`config.mk`:
```
export PLATFORM = sky130hd
export DESIGN_NAME = ffe_coeff_bank_ctrl
export DESIGN_NICKNAME = d
export VERILOG_FILES = /design/src/rtl/ffe_coeff_bank_ctrl.sv
export SDC_FILE = /design/constraint.sdc
export NUM_CORES = 1
export LEC_CHECK = 0
export CORE_ASPECT_RATIO = 1.5
export CORE_UTILIZATION = 50
export DETAILED_ROUTE_END_ITERATION = 16
export GPL_TIMING_DRIVEN = 0
export PLACE_DENSITY = 0.79
export SYNTH_ARGS = -nofsm -noshare
export SYNTH_HDL_FRONTEND = slang
export SYNTH_SLANG_ARGS = --single-unit
```
`constraint.sdc`:
```
create_clock -name ffe_clk -period 3.2 [get_ports ffe_clk]
set_input_delay 0.64 -clock ffe_clk [delete_from_list [all_inputs] [get_ports ffe_clk]]
set_output_delay 0.64 -clock ffe_clk [all_outputs]
set_load 0.01 [all_outputs]
```
`src/rtl/ffe_coeff_bank_ctrl.sv`:
```
// Double-buffered FFE tap coefficient store: the host fills a shadow bank, a commit
// swaps it in at a symbol boundary, then the new active bank is mirrored back into the shadow.
module ffe_coeff_bank_ctrl #(
  parameter int DEPTH      = 4,
  parameter int COEF_WIDTH = 8,
  parameter int ADDR_SIZE  = $clog2(DEPTH)
) (
  input  logic                  ffe_clk,
  input  logic                  rst,
  input  logic                  cfg_valid,
  output logic                  cfg_ready,
  input  logic [ADDR_SIZE-1:0]  cfg_addr,
  input  logic [COEF_WIDTH-1:0] cfg_data,
  input  logic                  cfg_commit,
  output logic                  commit_pending,
  output logic                  commit_done,
  output logic                  err_overrun,
  input  logic                  rd_en,
  input  logic [ADDR_SIZE-1:0]  rd_addr,
  input  logic                  frame_start,
  output logic [COEF_WIDTH-1:0] rd_data,
  output logic                  bank_sel
);

  localparam logic [1:0] ST_IDLE    = 2'd0;
  localparam logic [1:0] ST_PENDING = 2'd1;
  localparam logic [1:0] ST_COPY    = 2'd2;

  localparam logic [ADDR_SIZE-1:0] LAST_IDX = ADDR_SIZE'(DEPTH - 1);

  logic [1:0]            state_q, state_d;
  logic                  bank_sel_q, bank_sel_d;
  logic                  commit_done_q, commit_done_d;
  logic                  err_overrun_q, err_overrun_d;
  logic [ADDR_SIZE-1:0]  copy_idx_q, copy_idx_d;
  logic [COEF_WIDTH-1:0] bank_q [2][DEPTH];
  logic [COEF_WIDTH-1:0] bank_d [2][DEPTH];

  logic shadow_sel;
  logic safe_point;
  logic cfg_fire;
  logic cfg_addr_ok;
  logic rd_addr_ok;

  assign shadow_sel  = ~bank_sel_q;
  assign safe_point  = !rd_en || frame_start;
  assign cfg_fire    = cfg_valid && cfg_ready;
  assign cfg_addr_ok = int'(cfg_addr) < DEPTH;
  assign rd_addr_ok  = int'(rd_addr) < DEPTH;

  assign cfg_ready      = (state_q == ST_IDLE);
  assign commit_pending = (state_q == ST_PENDING);
  assign commit_done    = commit_done_q;
  assign err_overrun    = err_overrun_q;
  assign bank_sel       = bank_sel_q;

  // Zero-latency read of the active bank; out-of-range or idle reads return zero.
  always_comb begin
    rd_data = '0;
    if (rd_en && rd_addr_ok) begin
      rd_data = bank_q[bank_sel_q][rd_addr];
    end
  end

  always_comb begin
    // NOTE: every combinational output gets a default before the case so no path leaves it unassigned (which would infer a latch).
    state_d       = state_q;
    bank_sel_d    = bank_sel_q;
    commit_done_d = 1'b0;
    err_overrun_d = err_overrun_q | (cfg_commit && (state_q != ST_IDLE));
    copy_idx_d    = copy_idx_q;
    bank_d        = bank_q;

    case (state_q)
      ST_IDLE: begin
        // A write in the same cycle as the commit lands before the swap and is included.
        if (cfg_fire && cfg_addr_ok) begin
          bank_d[shadow_sel][cfg_addr] = cfg_data;
        end
        if (cfg_commit) begin
          state_d = ST_PENDING;
        end
      end
      ST_PENDING: begin
        if (safe_point) begin
          bank_sel_d    = ~bank_sel_q;
          commit_done_d = 1'b1;
          state_d       = ST_COPY;
        end
      end
      ST_COPY: begin
        // bank_sel has already flipped, so this refreshes the old bank from the new taps.
        bank_d[shadow_sel][copy_idx_q] = bank_q[bank_sel_q][copy_idx_q];
        if (copy_idx_q == LAST_IDX) begin
          copy_idx_d = '0;
          state_d    = ST_IDLE;
        end else begin
          copy_idx_d = copy_idx_q + ADDR_SIZE'(1);
        end
      end
      default: begin
        state_d = ST_IDLE;
      end
    endcase
  end

  // NOTE: the coefficient banks are reset on purpose; after reset the datapath must see zero taps, not stale values.
  always_ff @(posedge ffe_clk or negedge rst) begin
    if (!rst) begin
      state_q       <= ST_IDLE;
      bank_sel_q    <= 1'b0;
      commit_done_q <= 1'b0;
      err_overrun_q <= 1'b0;
      copy_idx_q    <= '0;
      for (int b = 0; b < 2; b++) begin
        for (int i = 0; i < DEPTH; i++) begin
          bank_q[b][i] <= '0;
        end
      end
    end else begin
      // NOTE: non-blocking assignments here so every flop samples the pre-edge values of the others.
      state_q       <= state_d;
      bank_sel_q    <= bank_sel_d;
      commit_done_q <= commit_done_d;
      err_overrun_q <= err_overrun_d;
      copy_idx_q    <= copy_idx_d;
      bank_q        <= bank_d;
    end
  end

endmodule
```
# Word-level counts from Yosys, hierarchy flattened
# Index checks and enable logic that the tools add are counted.
# totals
regBits	71
in_bits	18
output_inout_bits	13
wordCells	78
# op_classes
addsub	1
order_cmp	8
eq_ne	7
muxes	29
n_bitwise	7
reduce_logical	13
# ops
op	count
$mux W32	5
$bwmux W64	2
$pmux W64 S2	1
$demux W32 S1	2
$mux W64	1
$mux W8	7
$bmux W8 S2	2
$demux W8 S2	2
$ge A3 B3 Y1 const B	3
$not A2 Y3	3
$mux W2	4
$lt A3 B1 Y1 const B	2
$ne A2 B1 Y1 const B	3
$pmux W2 S3	1
$logic_and A1 B1 Y1	5
$eq A2 B2 Y1 const B	2
$ge A2 B2 Y1 const B	2
$not A1 Y2	2
$reduce_and A2 Y1	2
$reduce_bool A2 Y1	2
$reduce_and A3 Y1	1
$add A2 B1 Y2 const B	1
$eq A2 B1 Y1 const B	1
$logic_not A2 Y1	1
7 further kinds	8

# Logic depth before layout (Yosys ltp)
# Gate-level depths: netlist of run 1.
# depth
ltp_word	10
mapped_depth	9
mapped_depth_nobuf	5

# Least setup slack after synthesis of run 1
# OpenSTA, ideal clock, no wires.
# synth_timing
kind	input port to output port
from	in rd_addr[1]
to	out rd_data[5]
arrival_ns	1.784
required_ns	2.560
setup_slack_ns	0.776
path_stages	5
path_buffers	2
cell_sequence	clkbuf_1 > clkbuf_1 > mux4_2 > mux2i_1 > nor2_1
# synth_between
elab_chain_len	5
# synth_rtl
item	line	rtl
start, declared	19	input logic [ADDR_SIZE-1:0] rd_addr,
$not A2 Y3 (not written as such)	61	rd_data = bank_q[bank_sel_q][rd_addr];
$bmux W8 S2	61	
$mux W8 (not written as such) (2 in a row)	61	
$mux W8	60	if (rd_en && rd_addr_ok) begin
end, declared	21	output logic [COEF_WIDTH-1:0] rd_data,
# Every way passes these cells. The select of a mux whose other input is x is not followed.

# Worst setup path in the final report of run 1
# layout_timing
from	reg bank_sel_q, in the netlist bank_sel
to	out rd_data[7]
# layout_between
elab_chain_len	8
# layout_rtl
item	line	rtl
start, declared	32	logic bank_sel_q, bank_sel_d;
start signal, assigned	123	bank_sel_q <= bank_sel_d;
$not A1 Y2 (not written as such)	61	
$mux W32 (not written as such) (3 in a row)	61	
$bmux W8 S2	61	
$mux W8 (not written as such) (2 in a row)	61	
$mux W8	60	
# Every way passes these cells. The select of a mux whose other input is x is not followed.

==> flow_metrics.tcl, run 1 <==
set metrics [dict create \
    rsz0062_at_grt "no" \
    timing.final.ws_setup_ps 78.9 \
    synthArstFlopShare_pct 100 \
    timing.rr.end "bank_q[23]" \
    worstSetupPathType "reg -> out" \
    synth_top_area_share_pct 38.1 \
    avgSynthCellArea_um2 13.3 \
    finalHoldViolCount 0 \
    hp-class "in -> async" \
    relSlewSlack_pct 29.2 \
    crit_arrival_ps 2480 \
    max_cap_violations 0 \
    holdWs_ps 434 \
    post-dp-hpwl_um 10300 \
    numCtsBuffers 9 \
    reg2reg_depth 8 \
    ys_warn_count 0 \
    synthCells 351 \
    clock_power_share_pct 14.5 \
    die-area_um2 9720 \
    crit_fanout 16 \
    yosysMostFrequentCell "dfrtp_1" \
    diodes 0 \
    place_ws_ps -154 \
    setup_tns_ps 0 \
    vias_per_cell 7.67 \
    internal_power_w 0.00350 \
    detail-route-antenna-nets 0 \
    p_switching_w 0.00261 \
    antenna_found_initial 0 \
    regToRegStartpoint "copy_idx_q[1]" \
    sw_frac_of_total_pct 42.7 \
    synth-seq-area-share_pct 38.1 \
    seqPwrFrac_pct 28.8 \
    rrSetupSlack_ps 480 \
    yosysTopAreaCell "dfrtp_1" \
    cts-root-buf "clkbuf_16" \
    grt_pass1_vias 4108 \
    startpoint "bank_sel" \
    grt_usage_pct 30.9 \
    grt_overflow 0 \
    clock_skew_ps 5.93 \
    numPortBuffers 28 \
    synthDistinctLibCells 37 \
    period_minus_slack_ps 3120 \
    p_comb_share_pct 56.7 \
    final_nets 412 \
    synthTopCellsByCount "dfrtp_1, o221ai_1, o211ai_1" \
    synth-seq-cells 71 \
    slew_violations 0 \
    grt_max_degree 72 \
    cts_tree "done" \
    synth_edf_count 0 \
    start_util_pct 52.2 \
    first_iter_violations 523 \
    drt_wl_total_um 14000 \
    synth_nets 374 \
    coreArea_um2 8930 \
    vias 3852 \
    clockBufferDepth 2 \
    ioPinCount 31 \
    cts.sinks 71 \
    ys_top_cells_by_area "dfrtp_1, mux4_2, o221ai_1" \
    status "complete, no violations" \
    required_ps 2560 \
    clkTransAtPathRegs_ps 50 \
    leakage_nw 1.95 \
    synth_top_flop_cell "dfrtp_1" \
    die_x_um 80.9 \
    grt_pass1_wl_um 21700 \
    drc 0 \
    area_growth_pct 14.2 \
    power_density_nw_per_um2 1150 \
    max_freq_mhz 320 \
    place_congestion 0.875 \
    start_kind "flip-flop" \
    post_cts_buffers 0 \
    setup_viol 0 \
    rows 42 \
    ir_drop_mv 0.694 \
    cp-end-kind "output port" \
    hold_buffers 0 \
    die-height_um 120 \
    tightestPinTransition_ps 1050 \
    wl_per_cell_um 28.0 \
    timing.final.crit_share_pct 97.5 \
    clock_latency_ps 350 \
    htreeDepth 3 \
    drive_gt1_share_pct 29.1 \
    synth_area_um2 4660 \
    dr.pass1.iters 7 \
]
==> state kept, by name, summed over array words and instances, names as in the netlist <==
name,flops
bank_q,64
state_q,2
err_overrun,1
commit_done,1
copy_idx_q,2
bank_sel,1
==> cell type report <==
type / instances / area [um^2]
fillers: 692 / 3610
multi-input cells: 233 / 2630
flip-flops and latches: 71 / 1780
repair buffers: 28 / 278
clock buffers: 12 / 236
plain buffers: 42 / 236
well taps: 110 / 138
inverters: 4 / 15.0
clock inverters: 2 / 10.0
==> worst max-delay path by stage <==
stage                            end
after floorplan           rd_data[5]
after global placement     bank_q[5]
after detailed placement  rd_data[7]
after CTS                 rd_data[7]
after global routing      rd_data[7]
final                     rd_data[7]
==> power by group through the flow <==
| stage | Clock, W | Sequential (W) | Combinational [W] |
|---|---|---|---|
| after floorplan | 0 | 0.00161 | 0.00260 |
| after global placement | 0 | 0.00170 | 0.00325 |
| after detailed placement | 0 | 0.00174 | 0.00340 |
| after CTS | 0.000879 | 0.00173 | 0.00341 |
| after global routing | 0.000919 | 0.00180 | 0.00366 |
| final | 0.000886 | 0.00176 | 0.00347 |
==> per-layer routing <==
metal	vias up	global-route usage (%)	wire, um
li1	1573	-	-
met1	1964	32.9	4810
met2	237	52.9	7510
met3	78	5.28	903
met4	0	23.3	810
met5	-	0	0
==> worst max-delay path: stages (launching register included) <==
cell             delay (ps)
dfrtp_1                 360
buf_6                   250
buf_8                   210
mux4_2                  520
mux2i_1                 230
nor2_1                   70
clkdlybuf4s50_1         480
==> through the flow <==
step | util (%) | cell area [um^2] | power (W) | std cells
2_1_floorplan | - | 4660 | 0.00421 | 351
3_3_place_gp | 56.9 | 5080 | 0.00495 | 489
3_5_place_dp | 56.8 | 5080 | 0.00514 | 489
4_1_cts | 59.6 | 5320 | 0.00602 | 502
5_1_grt | 59.6 | 5320 | 0.00637 | 502
6_report | 59.6 | 5320 | 0.00611 | 502
==> cells in the final DEF, fill, tap and decap left out, types with 9 or more instances in the layout <==
| master | n |
|---|---|
| nor2_1 | 9 |
| o211ai_1 | 42 |
| nand2_1 | 9 |
| clkbuf_1 | 17 |
| dfrtp_1 | 71 |
| mux4_2 | 30 |
| clkdlybuf4s50_1 | 27 |
| o221ai_1 | 54 |
| clkbuf_16 | 9 |
| o221ai_2 | 10 |
| o211ai_2 | 22 |
==> timing repair <==
item / in CTS / in global routing
endpoints found under the setup margin: 8 / 2
resized for setup: 3 / 2
gates cloned: 0 / 0
==> logic make-up (layout without fill, tap and decap cells) <==
logic type	count (synthesis)	count (layout)	share of synthesized area (%)
AO/OA/AOI/OAI	138	138	28.1
XOR/XNOR	1	1	0.188
adder cells (fa/ha/maj)	5	5	1.34
buffers and inverters	47	88	5.42
flip-flops	71	71	38.1
multiplexers	49	49	21.4
AND/OR/NAND/NOR	40	40	5.45
No activity file was read; power rests on OpenSTA's default activity.
==> inputs of run 2 (changes only) <==
Settings changed: PLACE_DENSITY 0.79 to 0.82.
Clock period 3.2 ns to 2.85 ns, I/O delays scaled along.
==> flow_metrics.tcl, run 2 (same netlist as run 1, synthesis figures left out) <==
set metrics [dict create \
    drive_gt1_share_pct 30.8 \
    cp-end-kind "output port" \
    clockBufferDepth 2 \
    final_core_util_pct 60.7 \
    dp.cells 489 \
    cts.sinks 71 \
    numCtsBuffers 9 \
    vias_per_cell 7.69 \
    setup_viol 0 \
    clkTransAtPathRegs_ps 60 \
    stdcell_count 509 \
    start_kind "flip-flop" \
    ioPinCount 31 \
    drt_wl_total_um 14600 \
    vias 3913 \
    dr.pass1.iters 5 \
    post-dp-hpwl_um 10400 \
    crit_arrival_ps 2130 \
    diodes 0 \
    timing.final.crit_share_pct 94.9 \
    hp-class "in -> async" \
    die-height_um 120 \
    layout_common_cells "dfrtp_1, o221ai_1, o211ai_1" \
    place_ws_ps -390 \
    finalHoldViolCount 0 \
    first_iter_violations 438 \
    cts-root-buf "clkbuf_16" \
    worstSetupPathType "reg -> out" \
    largest_reg_flops 64 \
    grt_pass1_wl_um 23000 \
    required_ps 2280 \
    max_cap_violations 0 \
    rows 42 \
    hold_buffers 0 \
    htreeDepth 3 \
    detail-route-antenna-nets 0 \
    leakage_nw 2.09 \
    grt_max_degree 72 \
    regMostFlops "bank_q" \
    crit_fanout 10 \
    die-area_um2 9720 \
    ir_drop_mv 0.791 \
    wl_per_cell_um 28.7 \
    area_growth_pct 16.3 \
    power_density_nw_per_um2 1300 \
    cts_tree "done" \
    grt_usage_pct 32.3 \
    layout_commonest_cell "dfrtp_1" \
    max_freq_mhz 370 \
    drc 0 \
    start_util_pct 52.2 \
    antenna_found_initial 0 \
    clock_skew_ps 7.67 \
    period_minus_slack_ps 2700 \
    reg_top3 "bank_q x64, copy_idx_q x2, state_q x2" \
    rsz0062_at_grt "no" \
    grt_overflow 0 \
    rrSetupSlack_ps 200 \
    die_x_um 80.9 \
    grt_pass1_vias 4195 \
    coreArea_um2 8930 \
    status "complete, no violations" \
    slew_violations 0 \
    numPortBuffers 28 \
    place_congestion 0.885 \
    final_nets 417 \
    timing.final.ws_setup_ps 147 \
    clock_latency_ps 350 \
    tightestPinTransition_ps 961 \
    relSlewSlack_pct 35.9 \
]
==> run 2: cell types whose count changed in the layout (fill, tap and decap cells not counted), sizes merged <==
cell / previous run / this run
buf: 25 / 30
clkdlybuf4s50: 27 / 19
clkinv: 3 / 5
dlygate4sd2: 0 / 2
dlymetal6s2s: 0 / 6
==> run 2: path summary, 6_finish.rpt <==
path	endpoint	depth (start not counted)	start
max in group asynchronous	bank_q[21]	1	rst
max	rd_data[3]	6	bank_sel
min in group ffe_clk	err_overrun	1	err_overrun
min	bank_q[34]	1	rst
max reg2reg	bank_q[62]	8	copy_idx_q[1]
min reg2reg	err_overrun	1	err_overrun
==> run 2: cell type report <==
| cell class | instances | area, um^2 |
|---|---|---|
| clock inverters | 4 | 20.0 |
| flip-flops and latches | 71 | 1780 |
| fillers | 646 | 3510 |
| multi-input cells | 233 | 2630 |
| repair buffers | 33 | 328 |
| clock buffers | 12 | 256 |
| inverters | 4 | 15.0 |
| well taps | 110 | 138 |
| plain buffers | 42 | 256 |
==> run 2: metrics by stage <==
step           power, W  TNS [ps]  hold slack (ps)  area [um^2]
3_5_place_dp    0.00577     -2770              456         5080
2_1_floorplan   0.00473         0              274         4660
4_1_cts         0.00695         0              402         5410
5_1_grt         0.00735         0              447         5420
6_report        0.00706         0              366         5420
3_3_place_gp    0.00556    -87620              451         5080
==> run 2: critical path, cell delays in order (launching register included) <==
cell           delay (ps)
dfrtp_1               400
buf_12                150
buf_12                160
mux4_2                520
mux2i_1               200
nor2_1                 60
dlygate4sd2_1         290
==> run 2: repair_timing <==
item,4_1_cts,5_1_grt
buffers inserted,5,0
resized for setup,11,6
setup endpoints to repair,8,6
==> run 2: layer usage <==
metal	GRT usage [%]	share of wire, %
met1	34.2	33
met3	7.92	7.3
met4	25.3	7.1
met2	53.6	52
met5	0	0
==> run 2: power by group <==
part           internal [W]  switching, W  leakage (nW)  total, W
Combinational       0.00190       0.00211          1.09   0.00401
Clock              0.000630      0.000429         0.142   0.00106
Sequential          0.00152      0.000472         0.856   0.00199
